## config.mk

```make
export PLATFORM = sky130hd
export DESIGN_NAME = ahb_led_ctrl_flat
export DESIGN_NICKNAME = d
export VERILOG_FILES = /design/src/rtl/ahb_led_ctrl_if.sv /design/src/rtl/ahb_led_ctrl.sv /design/src/flat_wrapper.sv
export SDC_FILE = /design/constraint.sdc
export NUM_CORES = 1
export LEC_CHECK = 0
export ABC_AREA = 1
export ABC_CLOCK_PERIOD_IN_PS = 1700
export CORE_UTILIZATION = 46
export CTS_BUF_LIST = sky130_fd_sc_hd__clkbuf_16
export DETAILED_ROUTE_END_ITERATION = 10
export MAX_ROUTING_LAYER = met4
export PLACE_DENSITY_LB_ADDON = 0.08
export SLEW_MARGIN = 25
export SYNTH_ARGS = -nofsm -noshare
export SYNTH_HDL_FRONTEND = slang
export SYNTH_SLANG_ARGS = --single-unit
export TNS_END_PERCENT = 30
```

## constraint.sdc

```tcl
create_clock -name HCLK -period 1.7 [get_ports HCLK]
set_clock_uncertainty 0.1 [all_clocks]
set_input_delay 0.34 -clock HCLK [delete_from_list [all_inputs] [get_ports HCLK]]
set_output_delay 0.34 -clock HCLK [all_outputs]
set_load 0.01 [all_outputs]
```

## src/rtl/ahb_led_ctrl_if.sv

```systemverilog
// AHB-Lite bus bundle for the LED controller slave.
// The master modport drives the request side and the slave modport drives the response side.
interface ahb_led_ctrl_if;
  logic        HSEL;
  logic        HREADY;
  logic [1:0]  HTRANS;
  logic        HWRITE;
  logic [2:0]  HSIZE;
  logic [31:0] HADDR;
  logic [31:0] HWDATA;
  logic [31:0] HRDATA;
  logic        HREADYOUT;
  logic        HRESP;

  modport master (
    output HSEL, HREADY, HTRANS, HWRITE, HSIZE, HADDR, HWDATA,
    input  HRDATA, HREADYOUT, HRESP
  );

  modport slave (
    input  HSEL, HREADY, HTRANS, HWRITE, HSIZE, HADDR, HWDATA,
    output HRDATA, HREADYOUT, HRESP
  );
endinterface

```

## src/rtl/ahb_led_ctrl.sv

```systemverilog
// AHB-Lite LED controller with data, atomic set/clear and byte-lane writes.
// Per-LED blinking is gated by a prescaler phase.
module ahb_led_ctrl #(
  parameter int              NUM_LEDS  = 16,
  parameter int              DIV_W     = 24,
  parameter logic [DIV_W-1:0] DIV_RESET = 24'd4999999
) (
  input  logic                HCLK,
  input  logic                HRESETn,
  ahb_led_ctrl_if.slave       bus,
  output logic [NUM_LEDS-1:0] LED_OUT,
  output logic                BLINK_PHASE
);

  localparam logic [2:0] REG_DATA   = 3'd0;
  localparam logic [2:0] REG_EN     = 3'd1;
  localparam logic [2:0] REG_DIV    = 3'd2;
  localparam logic [2:0] REG_SET    = 3'd3;
  localparam logic [2:0] REG_CLR    = 3'd4;
  localparam logic [2:0] REG_STATUS = 3'd5;

  logic                pend_reg;
  logic [4:0]          addr_reg;
  logic                write_reg;
  logic [2:0]          size_reg;

  logic [NUM_LEDS-1:0] led_data_reg, led_data_next;
  logic [NUM_LEDS-1:0] blink_en_reg, blink_en_next;
  logic [DIV_W-1:0]    blink_div_reg, blink_div_next;
  logic [DIV_W-1:0]    count_reg, count_next;
  logic                phase_reg, phase_next;
  logic [NUM_LEDS-1:0] led_out_reg, led_out_next;

  logic                valid;
  logic                lane_ok;
  logic [3:0]          lane_mask;
  logic [31:0]         bit_mask;
  logic [31:0]         wmask_data;
  logic                wr_commit;
  logic                rd_active;
  logic                div_wr;
  logic [NUM_LEDS-1:0] mask_leds;
  logic [NUM_LEDS-1:0] wd_leds;
  logic [31:0]         rdata;
  logic                unused_bits;

  assign valid = bus.HSEL & bus.HREADY & bus.HTRANS[1];

  // Lane enables come from the latched address phase; illegal sizes or misalignment kill the access.
  always_comb begin
    lane_ok   = 1'b0;
    lane_mask = 4'b0000;
    case (size_reg)
      3'b000: begin
        lane_ok   = 1'b1;
        lane_mask = 4'b0001 << addr_reg[1:0];
      end
      3'b001: begin
        if (!addr_reg[0]) begin
          lane_ok   = 1'b1;
          lane_mask = addr_reg[1] ? 4'b1100 : 4'b0011;
        end
      end
      3'b010: begin
        if (addr_reg[1:0] == 2'b00) begin
          lane_ok   = 1'b1;
          lane_mask = 4'b1111;
        end
      end
      default: begin
        lane_ok   = 1'b0;
        lane_mask = 4'b0000;
      end
    endcase
  end

  generate
    for (genvar gi = 0; gi < 4; gi++) begin : g_lane
      assign bit_mask[gi*8 +: 8] = {8{lane_mask[gi]}};
    end
  endgenerate

  assign wmask_data = bus.HWDATA & bit_mask;
  assign mask_leds  = bit_mask[NUM_LEDS-1:0];
  assign wd_leds    = wmask_data[NUM_LEDS-1:0];
  assign wr_commit  = pend_reg & write_reg & lane_ok;
  assign rd_active  = pend_reg & ~write_reg & lane_ok;

  always_comb begin
    led_data_next  = led_data_reg;
    blink_en_next  = blink_en_reg;
    blink_div_next = blink_div_reg;
    div_wr         = 1'b0;
    if (wr_commit) begin
      case (addr_reg[4:2])
        REG_DATA: led_data_next = (led_data_reg & ~mask_leds) | wd_leds;
        REG_EN:   blink_en_next = (blink_en_reg & ~mask_leds) | wd_leds;
        REG_DIV: begin
          blink_div_next = (blink_div_reg & ~bit_mask[DIV_W-1:0]) | wmask_data[DIV_W-1:0];
          div_wr         = 1'b1;
        end
        REG_SET:  led_data_next = led_data_reg | wd_leds;
        REG_CLR:  led_data_next = led_data_reg & ~wd_leds;
        default:  ;
      endcase
    end
  end

  // A divider write restarts the count without touching the phase, even on a terminal count.
  always_comb begin
    count_next = count_reg + DIV_W'(1);
    phase_next = phase_reg;
    if (div_wr) begin
      count_next = '0;
    end else if (count_reg == blink_div_reg) begin
      count_next = '0;
      phase_next = ~phase_reg;
    end
  end

  assign led_out_next = led_data_reg & (~blink_en_reg | {NUM_LEDS{phase_reg}});

  always_comb begin
    rdata = 32'h0;
    if (rd_active) begin
      case (addr_reg[4:2])
        REG_DATA:   rdata[NUM_LEDS-1:0] = led_data_reg;
        REG_EN:     rdata[NUM_LEDS-1:0] = blink_en_reg;
        REG_DIV:    rdata[DIV_W-1:0]    = blink_div_reg;
        REG_STATUS: rdata[0]            = phase_reg;
        default:    rdata = 32'h0;
      endcase
    end
  end

  always_ff @(posedge HCLK) begin
    if (!HRESETn) begin
      pend_reg      <= 1'b0;
      addr_reg      <= '0;
      write_reg     <= 1'b0;
      size_reg      <= '0;
      led_data_reg  <= '0;
      blink_en_reg  <= '0;
      blink_div_reg <= DIV_RESET;
      count_reg     <= '0;
      phase_reg     <= 1'b0;
      led_out_reg   <= '0;
    end else begin
      pend_reg <= valid;
      if (valid) begin
        addr_reg  <= bus.HADDR[4:0];
        write_reg <= bus.HWRITE;
        size_reg  <= bus.HSIZE;
      end
      led_data_reg  <= led_data_next;
      blink_en_reg  <= blink_en_next;
      blink_div_reg <= blink_div_next;
      count_reg     <= count_next;
      phase_reg     <= phase_next;
      led_out_reg   <= led_out_next;
    end
  end

  assign bus.HRDATA    = rdata;
  assign bus.HREADYOUT = 1'b1;
  assign bus.HRESP     = 1'b0;
  assign LED_OUT       = led_out_reg;
  assign BLINK_PHASE   = phase_reg;

  assign unused_bits = ^{wmask_data, bus.HADDR[31:5], bus.HTRANS[0]};

endmodule

```

## src/flat_wrapper.sv

```systemverilog
// flat-port wrapper written by rule: the top's interface ports become plain ports
module ahb_led_ctrl_flat 
#(
  parameter int              NUM_LEDS  = 16,
  parameter int              DIV_W     = 24,
  parameter logic [DIV_W-1:0] DIV_RESET = 24'd4999999
)
  (HCLK, HRESETn, LED_OUT, BLINK_PHASE, bus_HSEL, bus_HREADY, bus_HTRANS, bus_HWRITE, bus_HSIZE, bus_HADDR, bus_HWDATA, bus_HRDATA, bus_HREADYOUT, bus_HRESP);
  ahb_led_ctrl_if bus_i ();
  input  logic HCLK;
  input  logic HRESETn;
  output logic [NUM_LEDS-1:0] LED_OUT;
  output logic BLINK_PHASE;
  input wire logic [$bits(bus_i.HSEL)-1:0] bus_HSEL;
  input wire logic [$bits(bus_i.HREADY)-1:0] bus_HREADY;
  input wire logic [$bits(bus_i.HTRANS)-1:0] bus_HTRANS;
  input wire logic [$bits(bus_i.HWRITE)-1:0] bus_HWRITE;
  input wire logic [$bits(bus_i.HSIZE)-1:0] bus_HSIZE;
  input wire logic [$bits(bus_i.HADDR)-1:0] bus_HADDR;
  input wire logic [$bits(bus_i.HWDATA)-1:0] bus_HWDATA;
  output wire logic [$bits(bus_i.HRDATA)-1:0] bus_HRDATA;
  output wire logic [$bits(bus_i.HREADYOUT)-1:0] bus_HREADYOUT;
  output wire logic [$bits(bus_i.HRESP)-1:0] bus_HRESP;
  assign bus_i.HSEL = bus_HSEL;
  assign bus_i.HREADY = bus_HREADY;
  assign bus_i.HTRANS = bus_HTRANS;
  assign bus_i.HWRITE = bus_HWRITE;
  assign bus_i.HSIZE = bus_HSIZE;
  assign bus_i.HADDR = bus_HADDR;
  assign bus_i.HWDATA = bus_HWDATA;
  assign bus_HRDATA = bus_i.HRDATA;
  assign bus_HREADYOUT = bus_i.HREADYOUT;
  assign bus_HRESP = bus_i.HRESP;
  ahb_led_ctrl #(.NUM_LEDS(NUM_LEDS), .DIV_W(DIV_W), .DIV_RESET(DIV_RESET)) u_core (.HCLK(HCLK), .HRESETn(HRESETn), .bus(bus_i), .LED_OUT(LED_OUT), .BLINK_PHASE(BLINK_PHASE));
endmodule
```

==> flow_summary.yaml <==
outcome:
  status: "finished with violations"
  violations: "negative setup slack"
route:
  postRouteAntennaNets: 0
  drt-total-wl_mm: 18.8
  dr.first_iter.drc_count: 666
  wl_per_cell_um: 15.8
  dr_total_vias: 6423
  firstDrtPassIters: 5
  drc: 0
  via_per_inst: 5.40
layout:
  syn_to_final_growth_pct: 45.7
  most-common-layout-cells: "256 x nand2_1, 108 x buf_4, 99 x dfxtp_1"
  layout-drive-gt1-share: 0.237
  n_antenna_cell: 0
  final_area_um2: 8170
  fin_nets: 1117
  final_util: 0.701
  fill_cells: 981
  final_common_cell: "nand2_1"
sta:
  final.period_utilization: 1.26
  setup_slack_ns: -0.446
  rsz0062_at_grt: "yes"
  fin_crit_ns: 2.15
  tns_ns: -12.94
  setup_viol: 84
  hold_violations: 0
  max_freq_ghz: 0.466
  report.final.slew_viol_count: 0
flow_run:
  maxCapViolations: 0
global_route:
  grt_antenna_before_repair: 0
  grt_max_degree: 34
  overflow: 0
  grt_pass1_wl_mm: 29.9
  first_global_vias: 6202
  grtUsageTotal: 0.309
clocking:
  cts_buffer_depth: 2
  clk_pin_slew_ns: 0.07
  cts_sinks: 107
  cts_buffers: 9
  htreeDepth: 3
  clk_latency_ns: 0.35
  cts-root-buf: "clkbuf_16"
  cts_tree: "yes"
setup_path:
  worst-path-max-fanout: 8
  rr_startpoint: "u_core.size_reg[2]$_SDFFE_PN0P_"
  rr_endpoint: "u_core.led_data_reg[7]$_SDFFE_PN0P_"
  end_kind: "primary output"
  r2r_slack_ns: -0.15
  arrival_ns: 1.71
  crit_type: "reg -> out"
  worstPathRequired_ns: 1.26
  max_stage_delay_ns: 0.37
  slowest_stage: "dfxtp_4"
  critPathLaunchType: "register"
  crit_chain: "inv_4 > nand3_4 > o21ai_4 > nand3_4 > buf_12 > a31oi_4 > buf_6"
  crit_top_cell: "nand3_4"
  ff2ff_path_depth: 11
floorplan:
  initial_core_util: 0.481
  ios: 125
  die_area_um2: 12600
  rows: 39
  die_x_um: 112
  core_area_um2: 11700
  dieHeight_um: 112
hold_path:
  hold_depth: 1
  holdPathEnd: "u_core.LED_OUT[9]$_SDFF_PN0_"
  min_path_type: "reg -> reg"
yosys:
  synth_area_um2: 5610
  synth.distinct_cells: 41
  yosys-top-cells-area: "dfxtp_1 38%, nand2_1 17%, nor2_1 7.0%, inv_1 5.8%, a21oi_1 5.2%"
  yosysSeqAreaShare: 0.382
  synth_top_cell_by_area: "dfxtp_1"
  syn_area_per_cell_um2: 6.57
  synth_warnings: 0
  synth_top_area_frac: 0.382
  syn_inst: 854
  ys_ff_latch: 107
place:
  post-place-ws_ns: -0.541
  placed_area_um2: 7410
  gp_congestion: 0.949
  dp_hpwl_mm: 13.4
  numPortBuffers: 78
power:
  p_leak_nw: 3.38
  p_total_mw: 5.52
  power_density_nw_per_um2: 675
  peakVddDrop_mv: 0.815
## how the worst max path moves through the flow
stage / from / end / slack [ns] / depth (start not counted)
6_report: u_core.size_reg[2]$_SDFFE_PN0P_ / bus_HRDATA[4] / -0.45 / 7
5_1_grt: u_core.size_reg[2]$_SDFFE_PN0P_ / bus_HRDATA[2] / -0.51 / 7
4_1_cts: u_core.size_reg[0]$_SDFFE_PN0P_ / bus_HRDATA[1] / -0.44 / 7
3_5_place_dp: u_core.size_reg[0]$_SDFFE_PN0P_ / bus_HRDATA[1] / -0.54 / 7
3_3_place_gp: u_core.size_reg[2]$_SDFFE_PN0P_ / bus_HRDATA[1] / -0.43 / 7
2_1_floorplan: u_core.addr_reg[3]$_SDFFE_PN0P_ / bus_HRDATA[5] / -0.05 / 6
## worst max-delay path: cells and delay by family (launching register included)
kind | cells | cell delay, ns
compound gates | 2 | 0.33
buf+inv | 3 | 0.40
flops | 1 | 0.37
simple gates | 2 | 0.25
## cell usage after synthesis, drive strengths merged
cell type  instances
a211oi             3
a21boi             1
a21oi             58
a221oi             2
a31oi             19
buf               24
clkbuf            14
clkinv             4
conb               2
dfxtp            107
ha                 1
inv               88
nand2            262
nand3             36
nand4             13
nor2             110
nor3              26
nor3b              1
nor4               2
o2111ai            4
o211ai             5
o21ai             48
o21bai             4
o22ai              2
o31ai              1
xnor2              6
xor2              11
## layout make-up
| type | instances | area [um^2] | share of cell area |
|---|---|---|---|
| Inverter | 92 | 362 | 0.0443 |
| Multi-Input combinational cell | 625 | 3310 | 0.405 |
| Clock buffer | 9 | 225 | 0.0276 |
| Clock inverter | 6 | 90.1 | 0.0110 |
| Tap cell | 143 | 179 | 0.0219 |
| Sequential cell | 107 | 2160 | 0.265 |
| Timing Repair Buffer | 207 | 1850 | 0.226 |
## stage by stage
stage	cells	hold slack (ns)
6_report	1189	0.361
5_1_grt	1189	0.370
4_1_cts	1191	0.360
3_5_place_dp	1159	0.350
3_3_place_gp	1159	0.343
2_1_floorplan	862	0.329
## metal layers
metal,vias to the layer above,wire length (um),GRT usage
met5,-,0,-
met4,0,647,0.124
met3,52,1030,0.0556
met2,247,8950,0.506
met1,3000,8130,0.378
li1,3124,-,-
## timing repair
action	4_1_cts	5_1_grt
hold buffers	0	0
gates cloned	3	1
hold endpoints to repair	0	0
gates resized for setup	149	55
setup endpoints to repair	90	106
buffers inserted	15	1
pin swaps	9	9
## cells by family (layout without fill, tap and decap cells)
logic type / Yosys count / in the layout / synth area share
adders and majority gates: 1 / 1 / 0.00223
other: 2 / 10 / 0.00134
DFF: 107 / 107 / 0.382
AOI/OAI and AO/OA: 147 / 147 / 0.147
buffers and inverters: 130 / 314 / 0.101
xor gates and xnor gates: 17 / 17 / 0.0266
and+or+nand+nor: 450 / 450 / 0.340
## power by group
part | internal [mW] | switching (mW)
Clock | 1.29 | 0.951
Sequential | 2.52 | 0.0268
Combinational | 0.325 | 0.401
Total | 4.14 | 1.38
(Power assumes the default switching activity.)
